## config.mk

```make
export PLATFORM = sky130hd
export DESIGN_NAME = findmax_stream_driver
export DESIGN_NICKNAME = d
export VERILOG_FILES = /design/src/rtl/findmax_stream_driver.sv
export SDC_FILE = /design/constraint.sdc
export NUM_CORES = 1
export LEC_CHECK = 0
export BUFFER_PORTS_ARGS = -buffer_cell sky130_fd_sc_hd__buf_2
export CORE_ASPECT_RATIO = 1.1
export CORE_MARGIN = 1.5
export CORE_UTILIZATION = 60
export CTS_CLUSTER_SIZE = 8
export DETAILED_ROUTE_END_ITERATION = 7
export PLACE_DENSITY = 0.83
export SYNTH_ARGS = -nofsm -noshare
export SYNTH_HDL_FRONTEND = slang
export SYNTH_SLANG_ARGS = --single-unit
```

## constraint.sdc

```tcl
create_clock -name clk -period 7.35 [get_ports clk]
set_input_delay 0.735 -clock clk [delete_from_list [all_inputs] [get_ports clk]]
set_output_delay 0.735 -clock clk [all_outputs]
set_load 0.05 [all_outputs]
```

## src/rtl/findmax_stream_driver.sv

```systemverilog
// Source side of the findMax streaming protocol: buffers host samples, replays
// them as one start-framed sequence, then captures the consumer's max value.
module findmax_stream_driver #(
  parameter int DEPTH   = 16,
  parameter int DATA_W  = 8,
  parameter int TIMEOUT = 15
) (
  input  logic                     clk,
  input  logic                     rst,
  input  logic                     wr_en,
  input  logic [DATA_W-1:0]        wr_data,
  output logic                     full,
  output logic [$clog2(DEPTH):0]   count,
  input  logic                     go,
  output logic                     busy,
  output logic                     start,
  output logic [DATA_W-1:0]        stream_data,
  input  logic                     done_in,
  input  logic [DATA_W-1:0]        max_in,
  output logic [DATA_W-1:0]        result,
  output logic                     result_valid,
  output logic                     timeout_err
);

  localparam int PTR_W = $clog2(DEPTH);
  localparam int CNT_W = $clog2(DEPTH) + 1;
  localparam int TMR_W = $clog2(TIMEOUT + 1);

  localparam logic [CNT_W-1:0] CNT_ONE  = CNT_W'(1);
  localparam logic [CNT_W-1:0] CNT_FULL = CNT_W'(DEPTH);
  localparam logic [PTR_W-1:0] PTR_ONE  = PTR_W'(1);
  localparam logic [TMR_W-1:0] TMR_ONE  = TMR_W'(1);
  localparam logic [TMR_W-1:0] TMR_LAST = TMR_W'(TIMEOUT - 1);

  typedef enum logic [1:0] {
    S_IDLE,
    S_STREAM,
    S_WAIT,
    S_DONE
  } state_t;

  state_t             state_q, state_d;
  logic [DATA_W-1:0]  mem [DEPTH];
  logic [PTR_W-1:0]   wr_ptr, rd_ptr;
  logic [CNT_W-1:0]   rem;
  logic [TMR_W-1:0]   timer;

  logic go_accept, wr_accept, stream_next, capture, timeout_hit;

  assign full         = (count == CNT_FULL);
  assign busy         = (state_q != S_IDLE);
  assign result_valid = (state_q == S_DONE);

  // go outranks a same-cycle write, so the sequence uses the pre-write count.
  assign wr_accept = (state_q == S_IDLE) && wr_en && !full && !go_accept;

  always_ff @(posedge clk or posedge rst) begin
    if (rst) state_q <= S_IDLE;
    else     state_q <= state_d;
  end

  // NOTE: every output of this block gets a default first; a path that leaves
  // one unassigned would infer a latch.
  always_comb begin
    state_d     = state_q;
    go_accept   = 1'b0;
    stream_next = 1'b0;
    capture     = 1'b0;
    timeout_hit = 1'b0;
    unique case (state_q)
      S_IDLE: begin
        if (go && count != '0) begin
          go_accept = 1'b1;
          state_d   = S_STREAM;
        end
      end
      S_STREAM: begin
        if (rem == CNT_ONE) state_d = S_WAIT;
        else                stream_next = 1'b1;
      end
      S_WAIT: begin
        if (done_in) begin
          capture = 1'b1;
          state_d = S_DONE;
        end else if (timer == TMR_LAST) begin
          timeout_hit = 1'b1;
          state_d     = S_IDLE;
        end
      end
      S_DONE:  state_d = S_IDLE;
      default: state_d = S_IDLE;
    endcase
  end

  // NOTE: the sample buffer is reset along with the control state so a
  // replay after reset can never expose stale samples.
  always_ff @(posedge clk or posedge rst) begin
    if (rst) begin
      for (int i = 0; i < DEPTH; i++) mem[i] <= '0;
      wr_ptr      <= '0;
      rd_ptr      <= '0;
      count       <= '0;
      rem         <= '0;
      timer       <= '0;
      start       <= 1'b0;
      stream_data <= '0;
      result      <= '0;
      timeout_err <= 1'b0;
    end else begin
      if (wr_accept) begin
        mem[wr_ptr] <= wr_data;
        wr_ptr      <= wr_ptr + PTR_ONE;
        count       <= count + CNT_ONE;
      end

      // start/stream_data are registered: loaded on the edge that enters or
      // continues STREAM, zeroed on every other edge.
      if (go_accept || stream_next) begin
        start       <= 1'b1;
        stream_data <= mem[rd_ptr];
        rd_ptr      <= rd_ptr + PTR_ONE;
      end else begin
        start       <= 1'b0;
        stream_data <= '0;
      end

      if (go_accept)        rem <= count;
      else if (stream_next) rem <= rem - CNT_ONE;

      if (state_q == S_WAIT) timer <= timer + TMR_ONE;
      else                   timer <= '0;

      if (go_accept)        timeout_err <= 1'b0;
      else if (timeout_hit) timeout_err <= 1'b1;

      if (capture) result <= max_in;

      if (capture || timeout_hit) begin
        count  <= '0;
        wr_ptr <= '0;
        rd_ptr <= '0;
      end
    end
  end

endmodule

```

Word-level counts from Yosys, hierarchy flattened
Cells that the tools add are included.
{ "classes": {"n_mux": 33, "add_sub_neg": 5, "reduce_logical": 17, "magnitude_cmp": 3, "bitwise": 2, "eq_ne": 9} }
{ "op_table": {"columns": ["op", "count"], "rows": [
  ["bitwise mux 128 bit", 1],
  ["binary-select mux 8 bit (select 4 bit)", 1],
  ["demux 8 bit (select 4 bit)", 1],
  ["2-to-1 mux 8 bit", 4],
  ["2-to-1 mux 4 bit", 5],
  ["2-to-1 mux 5 bit", 4],
  ["adder 4 x 1 -> 4 bit (second input constant)", 3],
  ["2-to-1 mux 1 bit", 12],
  ["greater-or-equal comparator 5 bit (second input constant)", 2],
  ["NOT 4 -> 5 bit", 2],
  ["nonzero test 2 bit", 5],
  ["2-to-1 mux 2 bit", 4],
  ["one-hot mux 2 bit (4 select lines)", 1],
  ["adder 5 x 1 -> 5 bit (second input constant)", 1],
  ["== test 5 x 1 -> 1 bit (second input constant)", 1],
  ["== test 5 bit (second input constant)", 1],
  ["logical AND 1 bit", 5],
  ["less-than comparator 5 x 1 -> 1 bit (second input constant)", 1],
  ["nonzero test 5 bit", 1],
  ["subtractor 5 x 1 -> 5 bit (second input constant)", 1],
  ["== test 2 bit (second input constant)", 2],
  ["== test 4 bit (second input constant)", 1],
  ["inequality test 3 bit (second input constant)", 1],
  ["AND reduction 3 bit", 1],
  ["other kinds (6)", 8]
]} }
{ "word_totals": {"out_inout_bits": 26, "register_bits": 170, "in_bits": 21} }

Longest topological paths before layout
Gate-level depths: netlist of run 1.
{ "depth": {"ltp_word": 8, "depth_mapped": 8} }

Worst setup path before layout of run 1
Ideal clock, no wire load.
{ "synth_path": {"kind": "reg-to-reg", "from": "register count[0]", "to": "register mem[64] (netlist name)", "path_stages_with_launch": 9, "path_slack_ns": 4.743, "setup_ns": 0.125, "path_buffers": 2, "t_arrival_ns": 2.482, "period_less_slack_ns": 2.607, "path_cell_list": "dfrtp_1 inv_1 ha_1 and4bb_2 a211oi_4 buf_6 and3_1 buf_6 mux2_2"} }
{ "synth_between": {"word_cells_on_any_way": 9, "cone_classes": "eq/ne (1); mux (2); reduce/logical (6)"} }
{ "synth_lines": {"columns": ["item", "line_no", "rtl"], "rows": [
  ["start, declared", "13", "output logic [$clog2(DEPTH):0] count,"],
  ["start signal, assigned", "113", "count <= count + CNT_ONE;"],
  ["== test 5 bit", "50", "assign full = (count == CNT_FULL);"],
  ["named net full", "12", "output logic full,"],
  ["zero test 1 bit", "55", "assign wr_accept = (state_q == S_IDLE) && wr_en && !full && !go_accept;"],
  ["logical AND 1 bit (2 in a row)", "55", null],
  ["end signal, assigned by index", "111", "mem[wr_ptr] <= wr_data;"],
  ["end, declared", "43", "logic [DATA_W-1:0] mem [DEPTH];"]
]} }
The timed path passes the listed nets, and every way through them passes these cells.
A chain may end at the register's enable or synchronous reset.

Worst setup path in the final report of run 1
{ "layout_path": {"from": "register count[1]", "to": "register mem[6] (netlist name)"} }
{ "layout_between": {"elab_chain_cells": 6, "word_cells_on_any_way": 9, "cone_classes": "eq/ne (1); mux (2); reduce/logical (6)"} }
{ "layout_rtl": {"columns": ["item", "line_no", "rtl"], "rows": [
  ["nonzero test 5 bit", "72", "if (go && count != '0) begin"],
  ["logical AND 1 bit", "72", null],
  ["2-to-1 mux 1 bit", "72", null],
  ["2-to-1 mux 1 bit", "70", "unique case (state_q)"],
  ["zero test 1 bit", "55", null],
  ["logical AND 1 bit *", "55", null]
]} }
Mark *: on every way between the ends. The rest lies on a longest branch, timed or not.

==> results by group, run 1 <==
Synth
  • Synth Warn #: 0
  • Post-synthesis sequential area ratio: 54.2%
  • Synth Register Bits: 170
  • Synth Flop Type: dfrtp_1
  • Synth Area per Inst: 15.0 um2
  • Syn Inst Count: between 500 and 600
  • Post-synthesis async set-or-reset flop share: between 90% and 100%
  • Post-Syn Area: ~7900 um2
  • EDFF count, synth: 0
  • Syn_nets: around 560
  • Synth cell types: between 40 and 50

Clocking
  • CTS H-tree lvls: 4
  • Cts hold-fix bufs: 0
  • Clock Latency Late Sink: approximately 430 ps
  • Maximum clock path buffer count: 2
  • Number of buffers created by CTS: 17
  • Clock-pin slew on the worst setup and hold paths: about 60 ps
  • CTS tree: built
  • Post-CTS Setup Bufs: 0
  • CTS resizes: 0
  • CTS sink count: 170
  • Clk root buf: clkbuf_16

Timing
  • Worst-margin pin slew: roughly 1100 ps
  • Final slew viol count: 0
  • Min setup slack post-route: 4550 ps
  • Achievable Freq: between 0.3 and 0.4 GHz
  • Worst Clk Skew: roughly 7.2 ps
  • Final period util: around two fifths
  • Final Hold Viols: 0
  • Unrepaired setup endpoints after global routing: false
  • Minimum clock period: ~2800 ps
  • # setup viols final: 0
  • Max-slew headroom: 24.8%
  • Setup_tns: 0 ps

Route
  • Vias: between 4000 and 5000
  • 1st-iter DRT viols: between 200 and 300
  • ANT nets after route: 0
  • Drt wl/cell: 21.1 um
  • Number of remaining DRC errors: 6
  • TritonRoute pass-1 iters: 6
  • DRT Wirelength: 15.3 mm
  • Vias per cell: around 6.2

Placed design
  • Hpwl dp: between 10 and 15 mm
  • GPL Wtd Cong: between 0.8 and 0.9
  • Dpl ws: between 4000 and 5000 ps
  • Port bufs: 46

Flow run
  • Max Cap Viol: 0

Setup path
  • Critical path endpoint category: register
  • CP peak stage delay: 570 ps
  • CP startpoint kind: register
  • Setup crit start: count[1]$_DFFE_PP0P_
  • Worst Path Required: 7660 ps
  • Crit path cell chain: inv_1 > ha_1 > or3b_4 > a211oi_4 > buf_4 > and4_1 > mux2_2
  • Crit Path Class: register to register
  • Worst EP arrival: about 3100 ps
  • Max FO, Critical Path: 28
  • Critical path's slowest cell: and4_1
  • R2R setup slack: between 4000 and 5000 ps
  • R2r startpoint: count[1]$_DFFE_PP0P_

Global route
  • Overflow after GRT: 0
  • First-pass GRT wire length: ~25 mm
  • GR Util met3: between 5 and 6%
  • GR Layer Usage met1: between 20 and 30%
  • Met2 global-route usage: ~43%
  • Pin count of the biggest net entering global routing: 91
  • GR peak layer: met2
  • Gr usage total: between 20% and 30%
  • Initial antenna violation count: 0
  • Vias in the first global route: 4845

Power
  • LEAKAGE: 0.00418 uW
  • Combinational fraction of design power: about 34%
  • Power share of the clock group: about a quarter
  • Sw Ratio: between 30% and 40%
  • VDD IR-drop max: ~0.2 mV
  • P_sw: 1240 uW
  • Int Pwr: about 2500 uW
  • Sequential power share: 42.0%
  • Pwr dens: 427 nW/um2

Finish
  • Commonest non-fill, non-tap cell in the layout: dfrtp_1
  • Area of the multi-input gates: about 3400 um2
  • Fillers: about 840
  • Nets: between 500 and 600
  • Register area: 4260 um2
  • Most frequent cells in the layout: 168 x dfrtp_1, 140 x mux2_2, 46 x buf_2
  • Share of cells above drive strength 1: between 40 and 50%
  • Layout overhead on the synthesized area: 11.2%
  • ANT cells: 0

Floorplan
  • Die W: around 110 um
  • Initial Util: between 60% and 70%
  • Std-Cell Core Area: 12700 um2
  • Ports: 47
  • Die ar.: approximately 14000 um2
  • Die H: roughly 120 um
  • Row count: 43

Run status
  • Status: finished with violations
  • Failing checks: design-rule violations

Hold path
  • Class of the worst hold path: input port to async pin
sequential cells by signal, indices dropped and copies added (netlist names):
register,flops
rd_ptr,4
timeout_err,1
result,8
mem,128
stream_data,8
state_q,2
wr_ptr,4
count,5
start,1
rem,5
timer,4
layer usage:
| layer | wire length, um | part of all wire, % |
|---|---|---|
| met5 | 0 | 0 |
| met4 | 306 | 2.0 |
| met3 | 576 | 3.8 |
| met2 | 8030 | 52 |
| met1 | 6420 | 42 |
worst max-delay path, delay by kind of cell (launching register included):
family / cells / cell delay [ps]
and+or+nand+nor: 2 / 980
buffers and inverters: 2 / 440
DFF: 1 / 420
muxes: 1 / 410
AOI/OAI and AO/OA: 1 / 240
adders and majority gates: 1 / 180
logic make-up (layout without fill, tap and decap cells):
group,count (synthesis),in the layout,synth area share (%)
fa+ha+maj,11,11,1.75
mux,193,193,31.9
compound gates,31,31,3.11
simple gates,64,64,5.26
buf+inv,48,92,2.88
flops,170,170,54.2
xor+xnor,8,8,0.892
cell type report:
class	instances	area share, %
Inverter	11	0.530
Timing Repair Buffer	49	2.89
Multi-Input combinational cell	307	38.6
Tap cell	157	2.25
Clock inverter	9	1.28
Sequential cell	170	48.7
Clock buffer	23	5.70
synthesized netlist by cell type, types with 3 or more instances:
master	instances	area [um2]
mux2i_1	21	210
mux2_2	140	1580
clkbuf_1	18	67.6
ha_1	11	138
buf_2	13	65.1
buf_6	3	33.8
a21oi_1	6	30.0
dfrtp_1	170	4250
a22o_1	5	43.8
and4_1	4	35.0
and4b_1	5	50.1
nor2b_1	4	25.0
and3_1	3	18.8
nor2_1	14	52.6
xnor2_1	5	43.8
o22ai_1	8	50.1
nand2_1	6	22.5
mux4_2	32	721
nand3_1	10	50.1
xor2_1	3	26.3
inv_1	11	41.3
final timing paths:
path | cells after the start | to
hold reg to reg | 1 | timer[0]$_DFF_PP0_
max in group asynchronous | 3 | rd_ptr[3]$_DFFE_PP0P_
setup reg to reg | 7 | mem[6]$_DFFE_PP0P_
min in group clk | 1 | timer[0]$_DFF_PP0_
hold / removal | 2 | mem[74]$_DFFE_PP0P_
setup / recovery | 7 | mem[6]$_DFFE_PP0P_
power groups by stage:
stage,combinational (uW),sequential [uW],clock [uW]
floorplan,985,1560,0
global placement,1210,1550,0
detailed placement,1270,1580,0
CTS,1270,1570,922
global route,1350,1620,956
finish,1260,1570,904
metrics by stage:
stage          cells  power [uW]  hold WS [ps]  area (um2)  util, %
6_report         726        3730           429        8730     68.8
3_3_place_gp     694        2760           471        8120     64.0
2_1_floorplan    525        2550           455        7850        -
4_1_cts          726        3760           457        8730     68.8
3_5_place_dp     694        2850           486        8120     64.0
5_1_grt          726        3930           490        8730     68.8
(Power assumes the default switching activity.)
==> run 2: changes to the inputs <==
--- a/config.mk
+++ b/config.mk
@@ -8,10 +8,10 @@
 export BUFFER_PORTS_ARGS = -buffer_cell sky130_fd_sc_hd__buf_2
 export CORE_ASPECT_RATIO = 1.1
 export CORE_MARGIN = 1.5
-export CORE_UTILIZATION = 60
+export CORE_UTILIZATION = 55
 export CTS_CLUSTER_SIZE = 8
 export DETAILED_ROUTE_END_ITERATION = 7
-export PLACE_DENSITY = 0.83
+export PLACE_DENSITY = 0.8
 export SYNTH_ARGS = -nofsm -noshare
 export SYNTH_HDL_FRONTEND = slang
 export SYNTH_SLANG_ARGS = --single-unit
==> constraint.sdc (replaced) <==
create_clock -name clk -period 2.3 [get_ports clk]
set_input_delay 0.23 -clock clk [delete_from_list [all_inputs] [get_ports clk]]
set_output_delay 0.23 -clock clk [all_outputs]
set_load 0.05 [all_outputs]
==> results by group, run 2 (same netlist as run 1, synthesis figures left out) <==
Clocking
  • Maximum clock path buffer count: 2
  • CTS H-tree lvls: 4
  • Number of buffers created by CTS: 17
  • Clock-pin slew on the worst setup and hold paths: roughly 60 ps
  • CTS tree: built
  • CTS sink count: 170
  • Clk root buf: clkbuf_16
  • Clock Latency Late Sink: 430 ps

Run status
  • Failing checks: negative setup slack
  • Status: finished with violations

Global route
  • Gr usage total: 23.9%
  • Initial antenna violation count: 0
  • Vias in the first global route: around 5000
  • First-pass GRT wire length: ~27 mm
  • Overflow after GRT: 0
  • Pin count of the biggest net entering global routing: 60

Route
  • ANT nets after route: 0
  • Number of remaining DRC errors: 0
  • 1st-iter DRT viols: ~320
  • Vias: roughly 4700
  • Drt wl/cell: roughly 21 um
  • Vias per cell: 5.93
  • DRT Wirelength: roughly 17 mm
  • TritonRoute pass-1 iters: 4

Finish
  • Core Util, Final: between 60% and 70%
  • Largest reg by FF count: mem
  • Register area: 4260 um2
  • Commonest non-fill, non-tap cell in the layout: dfrtp_1
  • ANT cells: 0
  • Fin cells: between 700 and 800
  • Layout overhead on the synthesized area: 21.3%
  • Nets: between 600 and 700
  • Share of cells above drive strength 1: between 50% and 60%
  • Design area: approximately 9500 um2
  • Area of the multi-input gates: ~3700 um2
  • Most frequent cells in the layout: 167 x dfrtp_1, 76 x mux2_2, 64 x mux2_4
  • Biggest regs: mem x128, result x8, stream_data x8
  • Largest register FFs: roughly 130
  • Fillers: roughly 920

Floorplan
  • Die W: approximately 120 um
  • Die H: 128 um
  • Row count: 45
  • Initial Util: between 50 and 60%
  • Std-Cell Core Area: between 10000 and 15000 um2
  • Ports: 47
  • Die ar.: 15000 um2

Setup path
  • Setup crit start: count[0]$_DFFE_PP0P_
  • R2r startpoint: count[0]$_DFFE_PP0P_
  • R2r endpoint: mem[49]$_DFFE_PP0P_
  • Critical path endpoint category: register
  • Crit Path Class: register to register
  • Worst EP arrival: around 2600 ps
  • FF-to-FF path depth: 9
  • Worst Path Required: about 2600 ps
  • R2R setup slack: -20 ps
  • CP startpoint kind: register
  • Max FO, Critical Path: 8

Hold path
  • Hold Path End: result[1]$_DFFE_PP0P_
  • Class of the worst hold path: input port to register
  • Hold_sp: max_in[1]
  • Worst hold stages: 2

Timing
  • Min setup slack post-route: -18.7 ps
  • Worst-margin pin slew: approximately 630 ps
  • Max-slew headroom: 58.1%
  • Final Hold Viols: 0
  • Final slew viol count: 0
  • Final period util: 101%
  • Minimum clock period: 2320 ps
  • Unrepaired setup endpoints after global routing: true
  • # setup viols final: 11
  • Worst Clk Skew: 8.47 ps
  • Achievable Freq: between 0.4 and 0.5 GHz

Power
  • LEAKAGE: between 0.004 and 0.005 uW
  • VDD IR-drop max: between 0.6 and 0.7 mV
  • Pwr dens: roughly 1300 nW/um2

Flow run
  • Max Cap Viol: 0

Placed design
  • Port bufs: 46
  • GPL Wtd Cong: 0.790
  • Placed insts: 753
  • DP Area: 8630 um2
  • Hpwl dp: around 10 mm
  • Dpl ws: -30.5 ps
## run 2: cell count changes in the layout (fill, tap and decap cells not counted), sizes merged
cell         previous run  this run
dlygate4sd3             0         1
bufinv                  2         1
buf                    49        82
inv                    12        17
clkbuf                 23        21
clkinvlp                2         3
clkinv                  4         3
## run 2: worst max-delay path by stage
stage	end	slack, ps	cells after the start
CTS	mem[35]$_DFFE_PP0P_	-30	8
global route	mem[44]$_DFFE_PP0P_	-90	9
finish	mem[49]$_DFFE_PP0P_	-20	9
global placement	mem[47]$_DFFE_PP0P_	20	8
detailed placement	mem[34]$_DFFE_PP0P_	-30	8
floorplan	count[0]$_DFFE_PP0P_	-280	1
## run 2: per-layer routing
| metal | up-vias | global-route usage, % | part of all wire, % |
|---|---|---|---|
| met4 | 0 | 7.37 | 2.0 |
| met1 | 2507 | 31.1 | 42 |
| met3 | 24 | 5.44 | 4.2 |
| li1 | 2079 | - | - |
| met2 | 92 | 40.2 | 52 |
| met5 | - | 0 | 0 |
## run 2: repair_timing
| item | CTS | global route |
|---|---|---|
| pin swaps | 0 | 1 |
| setup buffers | 0 | 5 |
| hold buffers | 1 | 0 |
| resized for setup | 12 | 44 |
| endpoints found under the hold margin | 20 | 0 |
| gates cloned | 0 | 2 |
| endpoints found under the setup margin | 64 | 89 |
## run 2: area by class of cell
| class | count | area share (%) |
|---|---|---|
| inverters | 11 | 0.473 |
| flip-flops and latches | 170 | 44.7 |
| clock buffers | 19 | 4.75 |
| clock inverters | 13 | 1.37 |
| well taps | 188 | 2.47 |
| repair buffers | 85 | 7.84 |
| multi-input cells | 307 | 38.4 |
## run 2: where the power goes
group / internal [uW] / switching, uW / total (uW)
logic: 2720 / 2390 / 5110
registers: 4110 / 708 / 4820
clock network: 1580 / 1230 / 2810
total: 8400 / 4330 / 12700
## run 2: worst max-delay path: stages (launching register included)
cell and delay (ps):
dfrtp_2 410, inv_2 70, ha_4 120, or3b_4 380, a211oi_4 210, buf_6 160
clkbuf_16 130, and4b_1 240, buf_12 160, mux2_4 310
## run 2: metrics by stage
stage	hold WS (ps)	total power, uW	TNS (ps)
2_1_floorplan	378	8260	-18860
4_1_cts	25.6	12500	-757
3_3_place_gp	335	9280	0
6_report	39.1	12700	-88.6
5_1_grt	35.8	13400	-4570
3_5_place_dp	338	9540	-688
==> run 3: changes to the inputs <==
--- a/config.mk
+++ b/config.mk
@@ -9,6 +9,7 @@
 export CORE_ASPECT_RATIO = 1.1
 export CORE_MARGIN = 1.5
 export CORE_UTILIZATION = 55
+export CTS_BUF_LIST = sky130_fd_sc_hd__clkbuf_16
 export CTS_CLUSTER_SIZE = 8
 export DETAILED_ROUTE_END_ITERATION = 7
 export PLACE_DENSITY = 0.8
==> results by group, run 3 (same netlist as run 1, synthesis figures left out) <==
Run status
  • Status: finished with violations
  • Failing checks: negative setup slack

Route
  • Vias per cell: 5.92
  • ANT nets after route: 0
  • Drt wl/cell: between 20 and 25 um
  • DRT Wirelength: between 15 and 20 mm
  • Vias: between 4000 and 5000
  • 1st-iter DRT viols: 313
  • TritonRoute pass-1 iters: 4
  • Number of remaining DRC errors: 0

Timing
  • Achievable Freq: ~0.43 GHz
  • Worst-margin pin slew: between 600 and 700 ps
  • Final slew viol count: 0
  • # setup viols final: 12
  • Final period util: 101%
  • Min setup slack post-route: -25.3 ps
  • Worst Clk Skew: between 10 and 15 ps
  • Max-slew headroom: 58.5%
  • Unrepaired setup endpoints after global routing: true
  • Final Hold Viols: 0
  • Minimum clock period: ~2300 ps

Clocking
  • Maximum clock path buffer count: 2
  • Number of buffers created by CTS: 17
  • CTS sink count: 170
  • CTS H-tree lvls: 4
  • Clk root buf: clkbuf_16
  • CTS tree: built
  • Clock-pin slew on the worst setup and hold paths: 60 ps
  • Clock Latency Late Sink: ~430 ps

Global route
  • Gr usage total: 23.9%
  • Vias in the first global route: a little under 5000
  • Overflow after GRT: 0
  • Pin count of the biggest net entering global routing: 60
  • Initial antenna violation count: 0
  • First-pass GRT wire length: 26.6 mm

Floorplan
  • Row count: between 40 and 50
  • Die ar.: roughly 15000 um2
  • Ports: 47
  • Die W: between 100 and 150 um
  • Initial Util: 56.7%
  • Std-Cell Core Area: 13900 um2
  • Die H: 128 um

Setup path
  • Critical path endpoint category: register
  • Max FO, Critical Path: 8
  • Worst EP arrival: around 2600 ps
  • CP startpoint kind: register
  • Crit Path Class: register to register
  • Worst Path Required: roughly 2600 ps

Finish
  • Design area: roughly 9500 um2
  • ANT cells: 0
  • Largest reg by FF count: mem
  • Most frequent cells in the layout: 167 x dfrtp_1, 72 x mux2_4, 68 x mux2_2
  • Largest register FFs: 128
  • Layout overhead on the synthesized area: 21.4%
  • Biggest regs: mem x128, result x8, stream_data x8
  • Commonest non-fill, non-tap cell in the layout: dfrtp_1
  • Nets: 623
  • Share of cells above drive strength 1: approximately half
  • Fillers: between 900 and 1000

Hold path
  • Class of the worst hold path: input port to register

Power
  • Pwr dens: approximately 1300 nW/um2
  • Total power draw: roughly 13000 uW
  • VDD IR-drop max: ~0.63 mV
  • LEAKAGE: around 0.0045 uW

Placed design
  • Hpwl dp: between 10 and 15 mm
  • GPL Wtd Cong: slightly below 0.8
  • Port bufs: 46
  • DP Area: about 8600 um2

Flow run
  • Max Cap Viol: 0
-- run 3: cell count changes in the layout (fill, tap and decap cells not counted) --
cell	before	now
and4_1	3	2
and4_4	1	2
buf_4	19	18
clkbuf_8	2	0
clkinv_1	0	2
mux2_2	76	68
mux2_4	64	72
-- run 3: metal layers --
metal,vias to the layer above,track usage [%],share of wire [%]
li1,2070,-,-
met1,2497,31.1,43
met2,96,40.2,51
met3,28,5.63,3.9
met4,0,7.23,2.0
met5,-,0,0
-- run 3: area by class of cell --
class	instances	area, um2	share of cell area (%)
Sequential cell	170	4260	44.7
Multi-Input combinational cell	307	3690	38.7
Timing Repair Buffer	84	739	7.76
Clock buffer	17	425	4.46
Tap cell	188	235	2.47
Clock inverter	15	138	1.44
Inverter	11	45.0	0.473
-- run 3: path summary, 6_finish.rpt --
check	startpoint	end	slack [ps]	cells after the start
setup reg to reg	count[0]$_DFFE_PP0P_	mem[49]$_DFFE_PP0P_	-30	9
setup / recovery	count[0]$_DFFE_PP0P_	mem[49]$_DFFE_PP0P_	-30	9
min in group asynchronous	rst	rem[1]$_DFFE_PP0P_	420	3
max in group asynchronous	rst	mem[4]$_DFFE_PP0P_	1190	4
hold / removal	max_in[1]	result[1]$_DFFE_PP0P_	40	2
hold reg to reg	timeout_err$_DFFE_PP0P_	timeout_err$_DFFE_PP0P_	490	1
-- run 3: stage by stage --
step	cells	setup slack, ps	hold WS (ps)	TNS, ps	utilization, %
floorplan	525	-284	378	-18860	-
global placement	753	23.1	335	0	62.3
detailed placement	753	-30.5	338	-688	62.3
CTS	786	-34.0	25.6	-659	67.0
global route	792	-87.6	35.4	-4440	68.8
finish	792	-25.3	37.2	-112	68.8
-- run 3: repair_timing --
item                                    4_1_cts  5_1_grt
cloned                                        0        2
endpoints found under the hold margin        20        0
pin swaps                                     0        1
gates resized for setup                      19       46
endpoints found under the setup margin       64       89
hold buffers                                  1        0
setup buffers                                 0        4
-- run 3: critical path, stage by stage (launching register included) --
cell and delay (ps):
dfrtp_2 410, inv_2 70, ha_4 120, or3b_4 380, a211oi_4 210, buf_6 160, clkbuf_16 130, and4b_1 240
buf_12 160, mux2_4 310
-- run 3: where the power goes --
part           internal, uW  switching [uW]
registers              4110             715
clock network          1510            1230
logic                  2730            2390
total                  8350            4340
